**config.mk**
```make
export PLATFORM = sky130hd
export DESIGN_NAME = fetch_stage
export DESIGN_NICKNAME = d
export VERILOG_FILES = /design/src/rtl/fetch_stage_pkg.sv /design/src/rtl/fetch_queue.sv /design/src/rtl/fetch_stage.sv
export SDC_FILE = /design/constraint.sdc
export NUM_CORES = 1
export LEC_CHECK = 0
export CORE_MARGIN = 5
export CORE_UTILIZATION = 55
export CTS_CLUSTER_DIAMETER = 150
export DETAILED_ROUTE_END_ITERATION = 6
export PLACE_DENSITY = 0.8
export SYNTH_ARGS = -nofsm -noshare
export SYNTH_HDL_FRONTEND = slang
export SYNTH_HIERARCHICAL = 1
export SYNTH_SLANG_ARGS = --single-unit
export TNS_END_PERCENT = 50
```
**constraint.sdc**
```tcl
create_clock -name fetch_clock_in -period 4.3 [get_ports fetch_clock_in]
set_clock_uncertainty 0.15 [all_clocks]
set_input_delay 1.29 -clock fetch_clock_in [delete_from_list [all_inputs] [get_ports fetch_clock_in]]
set_output_delay 1.29 -clock fetch_clock_in [all_outputs]
set_load 0.02 [all_outputs]
```
**src/rtl/fetch_stage_pkg.sv**
```systemverilog
// Shared definitions for the fetch stage: FSM encodings, JAL opcode, PC step
// and the J-type immediate decoder.
package fetch_stage_pkg;

  typedef enum logic [1:0] {
    ST_BOOT = 2'd0,
    ST_RUN  = 2'd1
  } fetch_state_e;

  localparam logic [6:0] OPCODE_JAL = 7'b1101111;
  localparam int unsigned PC_STEP   = 4;

  // J-type immediate, sign-extended to 32 bits.
  function automatic logic signed [31:0] jal_imm(input logic [31:0] ins);
    return {{12{ins[31]}}, ins[19:12], ins[20], ins[30:21], 1'b0};
  endfunction

endpackage

```
**src/rtl/fetch_queue.sv**
```systemverilog
// Synchronous FIFO of fetched {pred, instr, pc} entries; head reads as zero when empty.
module fetch_queue #(
  parameter int WIDTH = 65,
  parameter int DEPTH = 4,
  parameter int CW    = $clog2(DEPTH) + 1
) (
  input  logic             clk_i,
  input  logic             rst_i,
  input  logic             push_i,
  input  logic [WIDTH-1:0] data_i,
  input  logic             pop_i,
  input  logic             flush_i,
  output logic [WIDTH-1:0] head_o,
  output logic             full_o,
  output logic             empty_o,
  output logic [CW-1:0]    count_o
);

  localparam int AW = $clog2(DEPTH);

  logic [WIDTH-1:0] mem_q [DEPTH];
  logic [AW-1:0]    wr_ptr_q, rd_ptr_q;
  logic [CW-1:0]    count_q, count_d;
  logic             push_ok_s, pop_ok_s;

  assign full_o    = (count_q == CW'(DEPTH));
  assign empty_o   = (count_q == {CW{1'b0}});
  assign push_ok_s = push_i && !full_o && !flush_i;
  assign pop_ok_s  = pop_i && !empty_o && !flush_i;
  assign count_o   = count_q;
  assign head_o    = empty_o ? {WIDTH{1'b0}} : mem_q[rd_ptr_q];

  always_comb begin
    count_d = count_q;
    case ({push_ok_s, pop_ok_s})
      2'b10:   count_d = count_q + CW'(1);
      2'b01:   count_d = count_q - CW'(1);
      default: count_d = count_q;
    endcase
  end

  always_ff @(posedge clk_i or posedge rst_i) begin
    if (rst_i) begin
      wr_ptr_q <= {AW{1'b0}};
      rd_ptr_q <= {AW{1'b0}};
      count_q  <= {CW{1'b0}};
    end else if (flush_i) begin
      wr_ptr_q <= {AW{1'b0}};
      rd_ptr_q <= {AW{1'b0}};
      count_q  <= {CW{1'b0}};
    end else begin
      if (push_ok_s) wr_ptr_q <= wr_ptr_q + AW'(1);
      if (pop_ok_s)  rd_ptr_q <= rd_ptr_q + AW'(1);
      count_q <= count_d;
    end
  end

  // Storage is data only; validity is tracked by the count, so no reset is needed.
  always_ff @(posedge clk_i) begin
    if (push_ok_s) mem_q[wr_ptr_q] <= data_i;
  end

endmodule

```
**src/rtl/fetch_stage.sv**
```systemverilog
// Instruction fetch: PC register, BOOT/RUN FSM, single-outstanding memory
// handshake and a fetch queue toward decode. Optional JAL predecode: FETCH_PREDECODE_EN.
module fetch_stage
  import fetch_stage_pkg::*;
#(
  parameter int              XLEN     = 32,
  parameter int              DEPTH    = 4,
  parameter logic [XLEN-1:0] RESET_PC = '0
) (
  input  logic                     fetch_clock_in,
  input  logic                     fetch_reset_in,
  input  logic                     fetch_redirect_en_in,
  input  logic [XLEN-1:0]          fetch_redirect_addr_in,
  output logic                     fetch_ins_mem_valid_out,
  output logic [XLEN-1:0]          fetch_ins_mem_addr_out,
  input  logic                     fetch_ins_mem_ready_in,
  input  logic [31:0]              fetch_ins_mem_data_in,
  output logic                     fetch_dec_valid_out,
  input  logic                     fetch_dec_ready_in,
  output logic [XLEN-1:0]          fetch_dec_pc_out,
  output logic [31:0]              fetch_dec_ins_out,
  output logic                     fetch_dec_pred_out,
  output logic [$clog2(DEPTH):0]   fetch_count_out
);

  localparam int CW = $clog2(DEPTH) + 1;
  localparam int W  = XLEN + 33;

  fetch_state_e     state_q;
  logic [XLEN-1:0]  pc_q, pc_d, next_pc_s;
  logic             pred_s, xfer_s, push_s, pop_s;
  logic             full_s, empty_s;
  logic [W-1:0]     head_s;
  logic [CW-1:0]    count_s;

  assign fetch_ins_mem_valid_out = (state_q == ST_RUN) && !full_s && !fetch_redirect_en_in;
  assign fetch_ins_mem_addr_out  = pc_q;
  assign xfer_s = fetch_ins_mem_valid_out && fetch_ins_mem_ready_in;
  assign push_s = xfer_s && !fetch_redirect_en_in;
  assign pop_s  = !empty_s && fetch_dec_ready_in && !fetch_redirect_en_in;

`ifdef FETCH_PREDECODE_EN
  always_comb begin
    pred_s = (fetch_ins_mem_data_in[6:0] == OPCODE_JAL);
    if (pred_s) begin
      next_pc_s = pc_q + XLEN'(jal_imm(fetch_ins_mem_data_in));
    end else begin
      next_pc_s = pc_q + XLEN'(PC_STEP);
    end
  end
  assign fetch_dec_pred_out = head_s[W-1];
`else
  assign pred_s             = 1'b0;
  assign next_pc_s          = pc_q + XLEN'(PC_STEP);
  assign fetch_dec_pred_out = 1'b0;
`endif

  // Redirect outranks any fetch progress in the same cycle.
  always_comb begin
    pc_d = pc_q;
    if (fetch_redirect_en_in) begin
      pc_d = {fetch_redirect_addr_in[XLEN-1:2], 2'b00};
    end else if (push_s) begin
      pc_d = next_pc_s;
    end else begin
      pc_d = pc_q;
    end
  end

  always_ff @(posedge fetch_clock_in or posedge fetch_reset_in) begin
    if (fetch_reset_in) begin
      state_q <= ST_BOOT;
      pc_q    <= RESET_PC;
    end else begin
      case (state_q)
        ST_BOOT: state_q <= ST_RUN;
        ST_RUN:  state_q <= ST_RUN;
        default: state_q <= ST_BOOT;
      endcase
      pc_q <= pc_d;
    end
  end

  fetch_queue #(
    .WIDTH (W),
    .DEPTH (DEPTH),
    .CW    (CW)
  ) u_queue (
    .clk_i   (fetch_clock_in),
    .rst_i   (fetch_reset_in),
    .push_i  (push_s),
    .data_i  ({pred_s, fetch_ins_mem_data_in, pc_q}),
    .pop_i   (pop_s),
    .flush_i (fetch_redirect_en_in),
    .head_o  (head_s),
    .full_o  (full_s),
    .empty_o (empty_s),
    .count_o (count_s)
  );

  assign fetch_dec_valid_out = !empty_s;
  assign fetch_dec_pc_out    = head_s[XLEN-1:0];
  assign fetch_dec_ins_out   = head_s[XLEN+31:XLEN];
  assign fetch_count_out     = count_s;

endmodule

```
* Word level (Yosys, flattened, before mapping)
Memories as Yosys holds them, arrays and structs flattened.
Cells that the tools add are included.
** Cells by class
- $add $sub $neg :: 5
- Eq/ne operators :: 4
- Muxes and demuxes :: 12
- Reduce and logical (&&, ||, !) cells :: 20
** Operators by type and width (number)
- 32-bit 2-to-1 mux :: 2
- 64-bit 2-to-1 mux :: 1
- 32-bit by 3-bit adder with 32-bit output (second input constant) :: 1
- 1-bit logical AND :: 10
- 2-bit 2-to-1 mux :: 4
- 3-bit one-hot mux with 2 select lines :: 1
- 2-bit nonzero test :: 3
- 2-bit by 1-bit adder with 2-bit output (second input constant) :: 2
- 2-bit by 1-bit == test with 1-bit output (second input constant) :: 2
- 3-bit by 1-bit adder with 3-bit output (second input constant) :: 1
- 3-bit == test (second input constant) :: 1
- 1-bit logical NOT :: 3
- 3-bit logical NOT :: 1
- 1-bit 2-to-1 mux :: 3
- 3-bit 2-to-1 mux :: 1
- 3-bit nonzero test :: 1
- 3-bit by 1-bit subtractor with 3-bit output (second input constant) :: 1
- 2-bit == test (second input constant) :: 1
- 2-bit logical NOT :: 1
- 2-bit OR reduction :: 1
** Word-level totals
- Register bits :: 41
- RAM bits :: 256
- Input port bits :: 69
- Output and inout port bits :: 102
- Word-level logic and storage cells :: 47
- Memories :: 1
** Memories
- u_queue.mem_q :: depth 4, bits a word 64, rd ports 1, clocked after memory_dff 0, wr ports 1, RTL line fetch_queue.sv:21 : logic [WIDTH-1:0] mem_q [DEPTH];

* Longest topological paths before layout
- Depth after elaboration :: 11
- Gate-level depth with buffers :: 11
- Mapped depth without buffers :: 9

* Cells and area by module
The synthesis kept the hierarchy.
** By module, submodules not included
- fetch_queue :: times used 1, cells each 477, area each 10471.3 µm², sequential area each 7982.7 µm²
- fetch_stage :: times used 1, cells each 224, area each 1950.6 µm², sequential area each 775.7 µm²

* Least setup slack after synthesis
No wires, ideal clock.
- Kind :: in2reg
- From :: in fetch_redirect_en_in
- To :: mem u_queue/mem_q[1][0] (netlist bit), enable pin
- Library setup time :: 0.430 ns
- Arrival :: 3.717 ns
- Data required time :: 3.720 ns
- Setup slack :: 0.003 ns
- Stages :: 5
- Path buffers :: 0
- Cell sequence :: nand4bb_1 -> inv_1 -> inv_1 -> nor3_1 -> and2_1
** Between the ends
- Word-level cells in the longest chain between the ends :: 8
** RTL lines
- start: declaration :: RTL line fetch_stage.sv:12 : input logic fetch_redirect_en_in,
- 1-bit logical NOT * :: RTL line fetch_stage.sv:36, fetch_stage.sv:39
- 1-bit logical AND :: RTL line fetch_stage.sv:36 : assign fetch_ins_mem_valid_out = (state_q == ST_RUN) && !full_s && !fetch_redirect_en_in;
- 1-bit logical AND :: RTL line fetch_stage.sv:38 : assign xfer_s = fetch_ins_mem_valid_out && fetch_ins_mem_ready_in;
- 1-bit logical AND * :: RTL line fetch_stage.sv:39 : assign push_s = xfer_s && !fetch_redirect_en_in;
- via push_s :: RTL line fetch_stage.sv:31 : logic pred_s, xfer_s, push_s, pop_s;
- 1-bit logical AND * (2 in a row) :: RTL line fetch_queue.sv:28 : assign push_ok_s = push_i && !full_o && !flush_i;
- 1-bit 2-to-1 mux * :: RTL line fetch_queue.sv:60 : if (push_ok_s) mem_q[wr_ptr_q] <= data_i;
- 1-bit 2-to-1 mux (implied by the code) * :: RTL line fetch_queue.sv:60
- end: declaration :: RTL line fetch_queue.sv:21
The timed path passes the listed nets; every way through them passes the cells marked *.

* Final worst setup path
- From :: in fetch_redirect_en_in
- To :: out fetch_ins_mem_valid_out
** Between the ends
- Word-level cells in the longest chain between the ends :: 2
** RTL lines
- 1-bit logical NOT :: RTL line fetch_stage.sv:36
- 1-bit logical AND :: RTL line fetch_stage.sv:36
- end: declaration :: RTL line fetch_stage.sv:14 : output logic fetch_ins_mem_valid_out,
Every way passes these cells.

==> results.md <==
Run status:
- The run finished with clean final reports.

Power:
- The analysis attributes to net switching a power of 0.001249 W.
- The total power is a little over 0.006 W.
- The share of total power dissipated in combinational logic is around 5.5%.
- The internal portion of the total power is 0.004809 W.
- The static leakage is 4.995 nW.
- The power density over the cells is 395.0 mW/mm2.
- Across the VDD grid, the largest voltage drop is 0.0002887 V.
- The part of the total power dissipated in sequential elements is ~54%.
- The clock network accounts for between 40% and 50% of the total power.
- In this run switching power makes up between 20% and 30% of total power.

STA:
- The final critical-path setup slack is 0.2633 ns.
- Setup repair after global routing left no endpoint under its margin.
- The number of failing hold endpoints at the final stage is 0.
- Measured against its own limit, the worst slew margin works out to between 60% and 70%.
- The post-route clock period utilization is ~94%.
- The upper clock frequency limit is between 200 and 250 MHz.
- After routing, the total negative slack on setup checks comes to 0 ns.
- The number of failing setup endpoints in the final timing report is 0.
- The final count of pins violating max slew is 0.
- The final period demand of the worst path is 4.037 ns.
- At the pin with the least slew margin, the transition time is around 0.56 ns.

Floorplanning:
- The die area is 0.02540 mm2.
- The count of boundary I/O pins is 171.
- The die height is 159.4 um.
- The floorplan step set the die width to roughly 160 um.
- The total area inside the core boundary comes to roughly 0.022 mm2.
- The floorplan has 54 rows.
- The initial utilization of the core area, before any placement, comes to 56.06%.

Global route:
- Global routing used between 3 and 4% of the available met3 tracks.
- Global routing used 33.31% of the available met2 tracks.
- The global-route wire length before repair is 40650 um.
- The pin count of the biggest net entering global routing is 66.
- The global routing stage identified its most utilized layer as met2.
- The number of global-route vias before repair is just over 7k.
- The initial antenna violation count is 0.
- For this run the aggregate overflow at the end of global routing stands at 0.
- The met1 routing resource usage after global routing is between 20% and 30%.
- Across every metal layer, demand over resource in global routing totals 20.25%.

Cells and area:
- The share of post-route cells with drive strength above 1 is 17.91%.
- The post-route cell area is between 0.015 and 0.02 mm2.
- The final net count is 964.
- Compared with the post-synthesis result, the final layout area differs by 24.98%.
- The final antenna diode count is 0.

Critical path:
- STA puts the critical path data arrival time at 2.60 ns.
- On the worst path, the slowest cell contributes a delay of 0.65 ns.
- The start-to-end type of the worst setup path is in2out.
- The cell repeated most along the worst path is clkdlybuf4s50_1.
- The startpoint type of the worst setup path is a primary input.
- The critical-path maximum fanout is 2.
- The worst setup path is captured at an output port.
- The count of cells along the worst register-to-register path is 10.
- The data required time at the worst endpoint is approximately 2.9 ns.
- Walking the worst path, the cells encountered are clkdlybuf4s50_1 > nor3b_1 > clkdlybuf4s50_1.
- The slowest stage of the critical path belongs to the cell clkdlybuf4s50_1.

Clocking:
- The H-tree depth reported by CTS is 1.
- The CTS buffer count is 29.
- The number of sinks handled by clock tree synthesis is 294.
- The buffer depth of the longest clock path is 3.
- The clock tree from TritonCTS is built.
- The post-CTS clock slew at the launch and capture registers of the worst setup and hold paths is 0.06 ns.
- The root buffer cell chosen for the clock tree is clkbuf_16.
- The clock reaches the later pin of the worst-skew pair after 0.53 ns.

Logic synthesis:
- The post-synthesis cell area is between 0.01 and 0.015 mm2.
- Synthesis handed over a netlist of 695 instances.
- In this run the mean area of a mapped cell was 17.66 um2.
- The Yosys step of the flow raised 6 warnings.

Detailed routing:
- The ratio of routed vias to standard cells is 5.899.
- The total routed wirelength is 25960 um.
- The DRC violations left is 0.
- The final routed wire length divided by cell count is 21.81 um.
- The remaining number of nets flagged by the antenna check after routing is 0.
- The first TritonRoute pass finished after 4 iterations.
- The first routing iteration left 512 violations.
- Detailed routing inserted a total of 7020 vias.

Run:
- The tool flagged a number of max-cap violations equal to 0.

Placed design:
- The placement-stage worst setup slack is 0.2351 ns.
- The final weighted congestion in routability-driven placement is 0.7961.
- The count of buffers from port buffering is between 150 and 200.
- After detailed placement, the total cell area comes to 0.01437 mm2.
- The half-perimeter wire length after placement is 16110 um.

Min path:
- The type of the most critical hold path is reg2reg.
- The instance count along the most critical hold path is 0.
## metrics by stage
stage / hold WS (ns) / cells / util (%)
after floorplan: 0.4103 / 705 / -
final: 0.4732 / 1190 / 70.07
after CTS: 0.4617 / 1186 / 69.93
after global routing: 0.5084 / 1190 / 70.07
after detailed placement: 0.4447 / 1134 / 65.63
after global placement: 0.4371 / 1134 / 65.63
## worst paths after layout
| kind | start | end | slack [ns] |
|---|---|---|---|
| min reg2reg | fetch_ins_mem_addr_out[21] | u_queue/mem_q[0][21] | 0.47 |
| max | fetch_redirect_en_in | fetch_ins_mem_valid_out | 0.26 |
| min in group asynchronous | fetch_reset_in | fetch_ins_mem_addr_out[25] | 0.88 |
| max in group asynchronous | fetch_reset_in | fetch_ins_mem_addr_out[31] | 2.54 |
| max reg2reg | u_queue/count_o[0] | u_queue/count_o[2] | 1.05 |
| min | fetch_ins_mem_addr_out[21] | u_queue/mem_q[0][21] | 0.47 |
## worst max-delay path, delay by kind of cell
kind	cells	cell delay, ns
buf+inv	2	1.07
simple gates	1	0.24
## layer usage
metal | wire length [um] | vias to the layer above
met1 | 10960 | 3548
met4 | 472 | 0
met2 | 12860 | 286
li1 | - | 3159
met5 | 0 | -
met3 | 1662 | 27
## final cells by class
type	instances	area (um2)
clock buffer	36	792.0
clock inverter	16	150.1
fill	1433	6553
inverter	10	37.54
multi-input combinational	359	3388
sequential	294	8643
tap	280	350.3
timing repair buffer	195	1977
## placed cells by master (no fill, tap or decap), types with 9 or more instances in the layout
cell / count
buf_4: 22
inv_1: 10
dfrtp_1: 36
mux4_2: 64
nand2_1: 30
clkdlybuf4s50_1: 165
o21ai_0: 16
nor2b_1: 58
edfxtp_1: 256
nand3_1: 13
clkbuf_16: 29
a31oi_1: 12
o31ai_1: 13
conb_1: 12
nor2_1: 18
or4_1: 14
nand4_1: 9
## flip-flops by register name, indices dropped and copies added, names as in the netlist
name and cells:
fetch_ins_mem_addr_out 30, u_queue/count_o 3, u_queue/rd_ptr_q 2, state_q 1
u_queue/mem_q 256, u_queue/wr_ptr_q 2
## power by group through the flow
| stage | registers, W | logic, W | clock network (W) |
|---|---|---|---|
| 2_1_floorplan | 0.00331 | 0.000124 | 0 |
| 4_1_cts | 0.00325 | 0.000337 | 0.00252 |
| 5_1_grt | 0.00326 | 0.000359 | 0.00267 |
| 6_report | 0.00325 | 0.000334 | 0.00247 |
| 3_5_place_dp | 0.00331 | 0.000334 | 0 |
| 3_3_place_gp | 0.00330 | 0.000330 | 0 |
## timing repair
item	CTS	global route
endpoints found under the hold margin	0	0
endpoints found under the setup margin	0	14
resized for setup	0	0
buffers inserted	0	4
hold buffers	0	0
Note: power is estimated with default switching activity, not from simulation.
